===== config.mk =====
export PLATFORM = sky130hd
export DESIGN_NAME = sram_arbiter
export DESIGN_NICKNAME = d
export VERILOG_FILES = /design/src/rtl/sram_arb_pkg.sv /design/src/rtl/sram_arb_pick.sv /design/src/rtl/sram_arbiter.sv
export SDC_FILE = /design/constraint.sdc
export NUM_CORES = 1
export LEC_CHECK = 0
export CAP_MARGIN = 20
export CELL_PAD_IN_SITES_DETAIL_PLACEMENT = 1
export CELL_PAD_IN_SITES_GLOBAL_PLACEMENT = 1
export CORE_UTILIZATION = 30
export CTS_CLUSTER_DIAMETER = 200
export DETAILED_ROUTE_END_ITERATION = 16
export PLACE_DENSITY_LB_ADDON = 0.2
export REMOVE_ABC_BUFFERS = 1
export SYNTH_ARGS = -nofsm -noshare
export SYNTH_HDL_FRONTEND = slang
export SYNTH_SLANG_ARGS = --single-unit

===== constraint.sdc =====
create_clock -name clk -period 3.37 [get_ports clk]
set_clock_uncertainty 0.2 [all_clocks]
set_input_delay 1.011 -clock clk [delete_from_list [all_inputs] [get_ports clk]]
set_output_delay 1.011 -clock clk [all_outputs]
set_load 0.05 [all_outputs]

===== src/rtl/sram_arb_pkg.sv =====
// Shared definitions for the two-port SRAM command arbiter.
// Contents: FSM state encoding, port ID constants, default address/data widths.
package sram_arb_pkg;

    localparam int unsigned AW_DEF = 18;
    localparam int unsigned DW_DEF = 16;

    typedef enum logic [1:0] {
        IDLE  = 2'b00,
        ISSUE = 2'b01,
        WAIT  = 2'b10
    } state_t;

    localparam logic P0 = 1'b0;
    localparam logic P1 = 1'b1;

endpackage


===== src/rtl/sram_arb_pick.sv =====
// Combinational winner select for the SRAM arbiter.
// Ports: p0_req_i/p1_req_i requests, last_i most recent owner, win_c winning port ID.
// Config macro SRAM_ARB_RR_EN: defined -> round-robin on ties, undefined -> port 0 wins ties.
module sram_arb_pick
    import sram_arb_pkg::*;
(
    input  logic p0_req_i,
    input  logic p1_req_i,
    input  logic last_i,
    output logic win_c
);

`ifndef SRAM_ARB_RR_EN
    // Fixed priority ignores the history bit.
    logic unused_last;
    assign unused_last = last_i;
`endif

    // Winner is only meaningful when at least one request is high.
    always_comb begin
        win_c = P0;
        if (p0_req_i && p1_req_i) begin
`ifdef SRAM_ARB_RR_EN
            win_c = ~last_i;
`else
            win_c = P0;
`endif
        end else if (p1_req_i) begin
            win_c = P1;
        end
    end

endmodule


===== src/rtl/sram_arbiter.sv =====
// Shares the single-port SRAM controller command interface between two requesters.
// Ports: clk, reset (async, active-high); per port pN_req/rw/addr/wdata in,
//        pN_ack/done pulses and registered pN_rdata out; controller side
//        mem/rw/addr/data_f2s out, ready/data_s2f in.
// Config macro SRAM_ARB_RR_EN (see sram_arb_pick): round-robin vs fixed priority on ties.
module sram_arbiter
    import sram_arb_pkg::*;
#(
    parameter int unsigned AW = AW_DEF,
    parameter int unsigned DW = DW_DEF
) (
    input  logic          clk,
    input  logic          reset,
    input  logic          p0_req,
    input  logic          p0_rw,
    input  logic [AW-1:0] p0_addr,
    input  logic [DW-1:0] p0_wdata,
    output logic          p0_ack,
    output logic          p0_done,
    output logic [DW-1:0] p0_rdata,
    input  logic          p1_req,
    input  logic          p1_rw,
    input  logic [AW-1:0] p1_addr,
    input  logic [DW-1:0] p1_wdata,
    output logic          p1_ack,
    output logic          p1_done,
    output logic [DW-1:0] p1_rdata,
    output logic          mem,
    output logic          rw,
    output logic [AW-1:0] addr,
    output logic [DW-1:0] data_f2s,
    input  logic          ready,
    input  logic [DW-1:0] data_s2f
);

    state_t        state_q;
    logic          owner_q;
    logic          last_q;
    logic          wait_first_q;
    logic          mem_q;
    logic          rw_q;
    logic [AW-1:0] addr_q;
    logic [DW-1:0] wdata_q;
    logic          p0_ack_q;
    logic          p1_ack_q;
    logic          p0_done_q;
    logic          p1_done_q;
    logic [DW-1:0] p0_rdata_q;
    logic [DW-1:0] p1_rdata_q;
    logic          win_c;

    sram_arb_pick u_pick (
        .p0_req_i (p0_req),
        .p1_req_i (p1_req),
        .last_i   (last_q),
        .win_c    (win_c)
    );

    // FSM, command latch and read data capture.
    always_ff @(posedge clk or posedge reset) begin
        if (reset) begin
            state_q      <= IDLE;
            owner_q      <= P0;
            last_q       <= P1;
            wait_first_q <= 1'b0;
            mem_q        <= 1'b0;
            rw_q         <= 1'b0;
            addr_q       <= '0;
            wdata_q      <= '0;
            p0_ack_q     <= 1'b0;
            p1_ack_q     <= 1'b0;
            p0_done_q    <= 1'b0;
            p1_done_q    <= 1'b0;
            p0_rdata_q   <= '0;
            p1_rdata_q   <= '0;
        end else begin
            p0_ack_q  <= 1'b0;
            p1_ack_q  <= 1'b0;
            p0_done_q <= 1'b0;
            p1_done_q <= 1'b0;
            case (state_q)
                IDLE: begin
                    if (p0_req || p1_req) begin
                        owner_q <= win_c;
                        last_q  <= win_c;
                        mem_q   <= 1'b1;
                        state_q <= ISSUE;
                        if (win_c == P1) begin
                            rw_q     <= p1_rw;
                            addr_q   <= p1_addr;
                            wdata_q  <= p1_wdata;
                            p1_ack_q <= 1'b1;
                        end else begin
                            rw_q     <= p0_rw;
                            addr_q   <= p0_addr;
                            wdata_q  <= p0_wdata;
                            p0_ack_q <= 1'b1;
                        end
                    end
                end
                ISSUE: begin
                    // Strobe stays high until the controller takes the command.
                    if (ready) begin
                        mem_q        <= 1'b0;
                        wait_first_q <= 1'b1;
                        state_q      <= WAIT;
                    end
                end
                WAIT: begin
                    // ready is still high in the first cycle after acceptance; skip it.
                    wait_first_q <= 1'b0;
                    if (!wait_first_q && ready) begin
                        state_q <= IDLE;
                        if (owner_q == P1) begin
                            p1_done_q <= 1'b1;
                            if (rw_q) p1_rdata_q <= data_s2f;
                        end else begin
                            p0_done_q <= 1'b1;
                            if (rw_q) p0_rdata_q <= data_s2f;
                        end
                    end
                end
                default: state_q <= IDLE;
            endcase
        end
    end

    assign mem      = mem_q;
    assign rw       = rw_q;
    assign addr     = addr_q;
    assign data_f2s = wdata_q;
    assign p0_ack   = p0_ack_q;
    assign p1_ack   = p1_ack_q;
    assign p0_done  = p0_done_q;
    assign p1_done  = p1_done_q;
    assign p0_rdata = p0_rdata_q;
    assign p1_rdata = p1_rdata_q;

endmodule


==> results of run 1 <==
## layout make-up
type	instances	area, um^2
clock buffers	10	138
flip-flops and latches	76	1900
multi-input cells	123	1160
clock inverters	6	87.6
fillers	1106	5110
repair buffers	171	1710
well taps	136	170
inverters	35	133
## layer usage
| metal | GRT usage, % | part of all wire [%] | up-vias | wire [um] |
|---|---|---|---|---|
| li1 | - | - | 1193 | - |
| met1 | 19.6 | 40 | 1223 | 3560 |
| met2 | 26.9 | 48 | 115 | 4190 |
| met3 | 6.25 | 10 | 11 | 912 |
| met4 | 5.65 | 1.5 | 0 | 129 |
| met5 | 0 | 0 | - | 0 |
## worst paths after layout
path | slack (ns) | end | cells past startpoint | start
worst max-delay path | 0.54 | rw | 1 | rw
worst min-delay path | 0.30 | mem | 1 | mem
worst max register to register | 1.43 | p1_rdata[11] | 3 | state_q[0]
worst min register to register | 0.30 | mem | 1 | mem
max in group asynchronous | 1.79 | p1_rdata[7] | 3 | reset
min in group asynchronous | 0.86 | data_f2s[13] | 3 | reset
## where the power goes
part           internal (mW)  leakage, nW  total (mW)  switching, mW
logic                   1.04         1.38        2.77           1.73
registers               1.26        0.972        1.47          0.209
clock network          0.437        0.116       0.773          0.336
## metrics by stage
stage / setup TNS [ns] / hold WS, ns / setup WS, ns / utilization, %
floorplan: -69.94 / 0.259 / -2.02 / -
global placement: 0 / 0.275 / 0.440 / 48.8
detailed placement: 0 / 0.291 / 0.400 / 48.8
CTS: 0 / 0.312 / 0.509 / 50.9
global route: 0 / 0.320 / 0.493 / 50.9
finish: 0 / 0.305 / 0.542 / 50.9
## synthesized netlist by cell type, drive strengths merged
cell type	instances
mux2	38
dfrtp	76
a21oi	1
nor3b	1
o21ai	6
nor2	2
mux2i	32
and2	2
and4bb	1
or2b	1
nor2b	3
buf	12
and3	1
clkbuf	2
inv	35
nand3b	1
a21bo	1
nand2	1
o22ai	32
## sequential cells by signal, summed over array words and instances (netlist names)
name,cells
addr,18
data_f2s,16
mem,1
owner_q,1
p0_ack,1
p0_done,1
p0_rdata,16
p1_ack,1
p1_done,1
p1_rdata,16
rw,1
state_q,2
wait_first_q,1
## logic make-up (layout without fill, tap and decap cells)
| logic type | Yosys count | in the layout | synth area share [%] |
|---|---|---|---|
| muxes | 70 | 70 | 24.1 |
| AOI/OAI and AO/OA | 40 | 40 | 7.52 |
| DFF | 76 | 76 | 58.3 |
| buffers and inverters | 49 | 222 | 6.71 |
| and+or+nand+nor | 13 | 13 | 3.38 |
==> results.yml, run 1 <==
detailed_routing:
  postRouteWirelength_mm: 8.79
  drc: 0
  vias: 2542
  wire_per_inst_um: 15.8
  post_drt_via_cell_ratio: 4.56
  drt-initial-drc-count: 34
  antenna_violating_nets_post_route: 0
  drt_first_pass_iters: 3
final_layout:
  antenna_diodes: 0
  layout.cells.most_common: "clkdlybuf4s50_1"
  final_cell_mix: "clkdlybuf4s50_1, dfrtp_1, inv_1"
  layout_nets: 507
  synthToLayoutAreaGrowth_pct: 62.6
  postLayoutCellArea_um2: 5310
  post_layout_nonfiller_instances: 557
  final_layout_size_suffix_gt1_share_pct: 16.9
clocking:
  cts_made_buffers: 9
  clock-sinks: 76
  postCtsHoldBufs: 0
  post-cts-setup-buffers: 0
  cts-root-buf: "clkbuf_8"
  clk_pin_slew_worst_paths_ns: 0.08
  cts_tree: "yes"
  cts.path.max_buffers: 2
  insertion_delay_ns: 0.34
  cts_max_level: 3
  cts_resized: 0
synth:
  synth.yosys.warnings: 0
  synthDominantAreaCellType: "dfrtp_1"
  ys_types: 24
  synth_area_um2: 3260
  synth_top_cell_area_share_pct: 58.3
  postSynthCellCount: 248
  synth.ff_latch_count: 76
  top_cells_by_area_synth: "dfrtp_1, mux2i_1, mux2_2"
  synth-seq-area-share_pct: 58.3
  synthesis.area_per_instance_um2: 13.2
critical_path:
  critPathBufInv: 1
  timing.critical_path.slowest_stage_cell: "clkdlybuf4s50_1"
  critical-path-max-stage-delay_ns: 0.84
  setup.worst_path.start_class: "flop"
  crit_path_max_fanout: 4
  worstPathRequired_ns: 2.16
  critPathTopFamily: "buffers and inverters"
  critPathCaptureType: "primary output"
  worst-endpoint-arrival_ns: 1.62
  crit_path_cell_trace: "clkdlybuf4s50_1"
  path_class: "flop to primary output"
power_and_ir_drop:
  power.leakage_nw: 2.47
  power.ir.vdd_worst_mv: 0.385
  post-layout-total-power_mw: 5.02
  cellPowerDensity_nw_per_um2: 946
timing:
  timing.final.crit_share_pct: 83.9
  hold_viol: 0
  maximum_clock_frequency_mhz: 354
  slew_headroom_pct: 62.1
  timing.final.max_slew_violations: 0
  rsz0062_at_grt: "false"
  setup_violations: 0
  worst_pin_slew_ns: 0.567
  final.min_clock_period_ns: 2.83
global_routing:
  via_count_of_the_first_global_routing_pass: 2722
  globalRouteTotalUtil_pct: 16.4
  grt_first_pass_wirelength_mm: 14.1
  gr-total-overflow: 0
  grt_max_degree: 77
  antenna_found_initial: 0
floorplanning:
  initial_core_util_pct: 31.3
  design.portCount: 163
  chip_width_um: 106
  die-area_um2: 11300
  fp.dieH_um: 106
  coreArea_um2: 10400
  row_count: 37
place:
  detailed_place_hpwl_mm: 6.60
  place_congestion: 0.700
  io_buffers: 162
  place_inst: 541
  placement.cell_area_um2: 5080
hold_path:
  hold_class: "flop to flop"
outcome:
  status: "finished clean"
job:
  max_cap_violations: 0
No activity file was read; power rests on OpenSTA's default activity.
==> inputs of run 2 (changes only) <==
Clock period 3.37 ns to 2.7 ns, I/O delays scaled along.
==> results.yml, run 2 (synthesis gave the netlist of run 1 again) <==
clocking:
  clock-sinks: 76
  cts_tree: "yes"
  insertion_delay_ns: 0.34
  cts.path.max_buffers: 2
  cts_made_buffers: 9
  cts_max_level: 3
  clk_pin_slew_worst_paths_ns: 0.09
  cts-root-buf: "clkbuf_8"
power_and_ir_drop:
  power.ir.vdd_worst_mv: 0.524
  post-layout-total-power_mw: 6.27
  p_switching_mw: 2.86
  cell_internal_pwr_mw: 3.41
  cellPowerDensity_nw_per_um2: 1170
  switching_share_pct: 45.7
  share_comb_of_total_power_pct: 55.5
  seq_power_share_pct: 29.5
  power.leakage_nw: 2.50
  power.clock.fraction_pct: 15.0
place:
  detailed_place_hpwl_mm: 6.79
  io_buffers: 162
  place_congestion: 0.712
timing:
  rsz0062_at_grt: "false"
  totalNegativeSetupSlack_ns: 0
  maximum_clock_frequency_mhz: 389
  worst_pin_slew_ns: 0.549
  setup_violations: 0
  slew_headroom_pct: 63.3
  timing.final.max_slew_violations: 0
  timing.final.crit_share_pct: 95.3
  hold_viol: 0
  final.min_clock_period_ns: 2.57
critical_path:
  critPathBufInv: 1
  crit_path_cell_trace: "clkdlybuf4s50_1"
  setup.worst_path.start_class: "flop"
  crit_end: "data_f2s[10]"
  reg2reg_setup_slack_ns: 0.82
  critical-path-max-stage-delay_ns: 0.84
  timing.rr.start: "state_q[0]"
  timing.critical_path.slowest_stage_cell: "clkdlybuf4s50_1"
  r2r_cells: 3
  critical_path.startpoint: "data_f2s[10]"
  worst-endpoint-arrival_ns: 1.56
  critPathTopFamily: "buffers and inverters"
  path_depth: 1
  r2r-end: "p1_rdata[11]"
  critPathCaptureType: "primary output"
  crit_path_max_fanout: 2
  worstPathRequired_ns: 1.69
  path_class: "flop to primary output"
outcome:
  status: "finished clean"
floorplanning:
  die-area_um2: 11300
  design.portCount: 163
  coreArea_um2: 10400
  fp.dieH_um: 106
  chip_width_um: 106
  row_count: 37
  initial_core_util_pct: 31.3
detailed_routing:
  drc: 0
  postRouteWirelength_mm: 8.81
  post_drt_via_cell_ratio: 4.51
  vias: 2532
  drt-initial-drc-count: 27
  wire_per_inst_um: 15.7
  antenna_violating_nets_post_route: 0
  drt_first_pass_iters: 3
global_routing:
  via_count_of_the_first_global_routing_pass: 2804
  antenna_found_initial: 0
  gr-total-overflow: 0
  globalRouteTotalUtil_pct: 16.6
  grt_first_pass_wirelength_mm: 14.3
  grt_max_degree: 35
final_layout:
  final_layout_size_suffix_gt1_share_pct: 17.6
  largest_register_ff_count: 18
  antenna_diodes: 0
  layout.cells.most_common: "clkdlybuf4s50_1"
  layout_nets: 511
  synthToLayoutAreaGrowth_pct: 64.8
  final_cell_mix: "clkdlybuf4s50_1, dfrtp_1, inv_1"
  fillers: 1104
job:
  max_cap_violations: 0
hold_path:
  hold_class: "flop to flop"
==> run 2: stage by stage <==
stage	setup slack (ns)	instance area (um^2)	instances	hold slack, ns	utilization (%)
final	0.127	5380	561	0.309	51.6
after global routing	0.0640	5380	561	0.328	51.6
after CTS	0.0301	5370	561	0.315	51.6
after detailed placement	0.0629	5160	545	0.296	49.5
after global placement	0.0732	5160	545	0.274	49.5
after floorplan	-2.49	3170	234	0.259	-
==> run 2: cell type report <==
type                    instances  area, um^2  area share (%)
inverters                      35         133            2.47
clock buffers                  10         128            2.37
clock inverters                 6        88.8            1.65
repair buffers                175        1790            33.4
flip-flops and latches         76        1900            35.4
multi-input cells             123        1160            21.6
well taps                     136         170            3.16
==> run 2: repair_timing <==
| item | in CTS | in global routing |
|---|---|---|
| resized for setup | 0 | 1 |
| endpoints found under the setup margin | 0 | 1 |
| hold buffers | 0 | 0 |
| buffers inserted | 0 | 0 |
==> run 2: worst min-delay path by stage <==
stage | start | to | slack, ns | cells after the start
finish | p0_rdata[14] | p0_rdata[14] | 0.31 | 1
global route | p0_rdata[14] | p0_rdata[14] | 0.33 | 1
CTS | p0_rdata[4] | p0_rdata[4] | 0.31 | 1
detailed placement | mem | mem | 0.30 | 1
global placement | mem | mem | 0.27 | 1
floorplan | owner_q | p0_done | 0.26 | 1
==> run 2: per-layer routing <==
layer / routed length [um] / track usage [%]
met2: 4240 / 27.6
met4: 112 / 6.25
met5: 0 / 0
met1: 3650 / 19.6
met3: 810 / 6.07
==> run 2: power by group through the flow <==
stage / combinational (mW) / sequential [mW] / clock, mW
global route: 3.64 / 1.92 / 1.04
CTS: 3.52 / 1.86 / 0.985
global placement: 3.46 / 1.85 / 0
detailed placement: 3.52 / 1.87 / 0
floorplan: 0.837 / 3.28 / 0
finish: 3.48 / 1.85 / 0.942
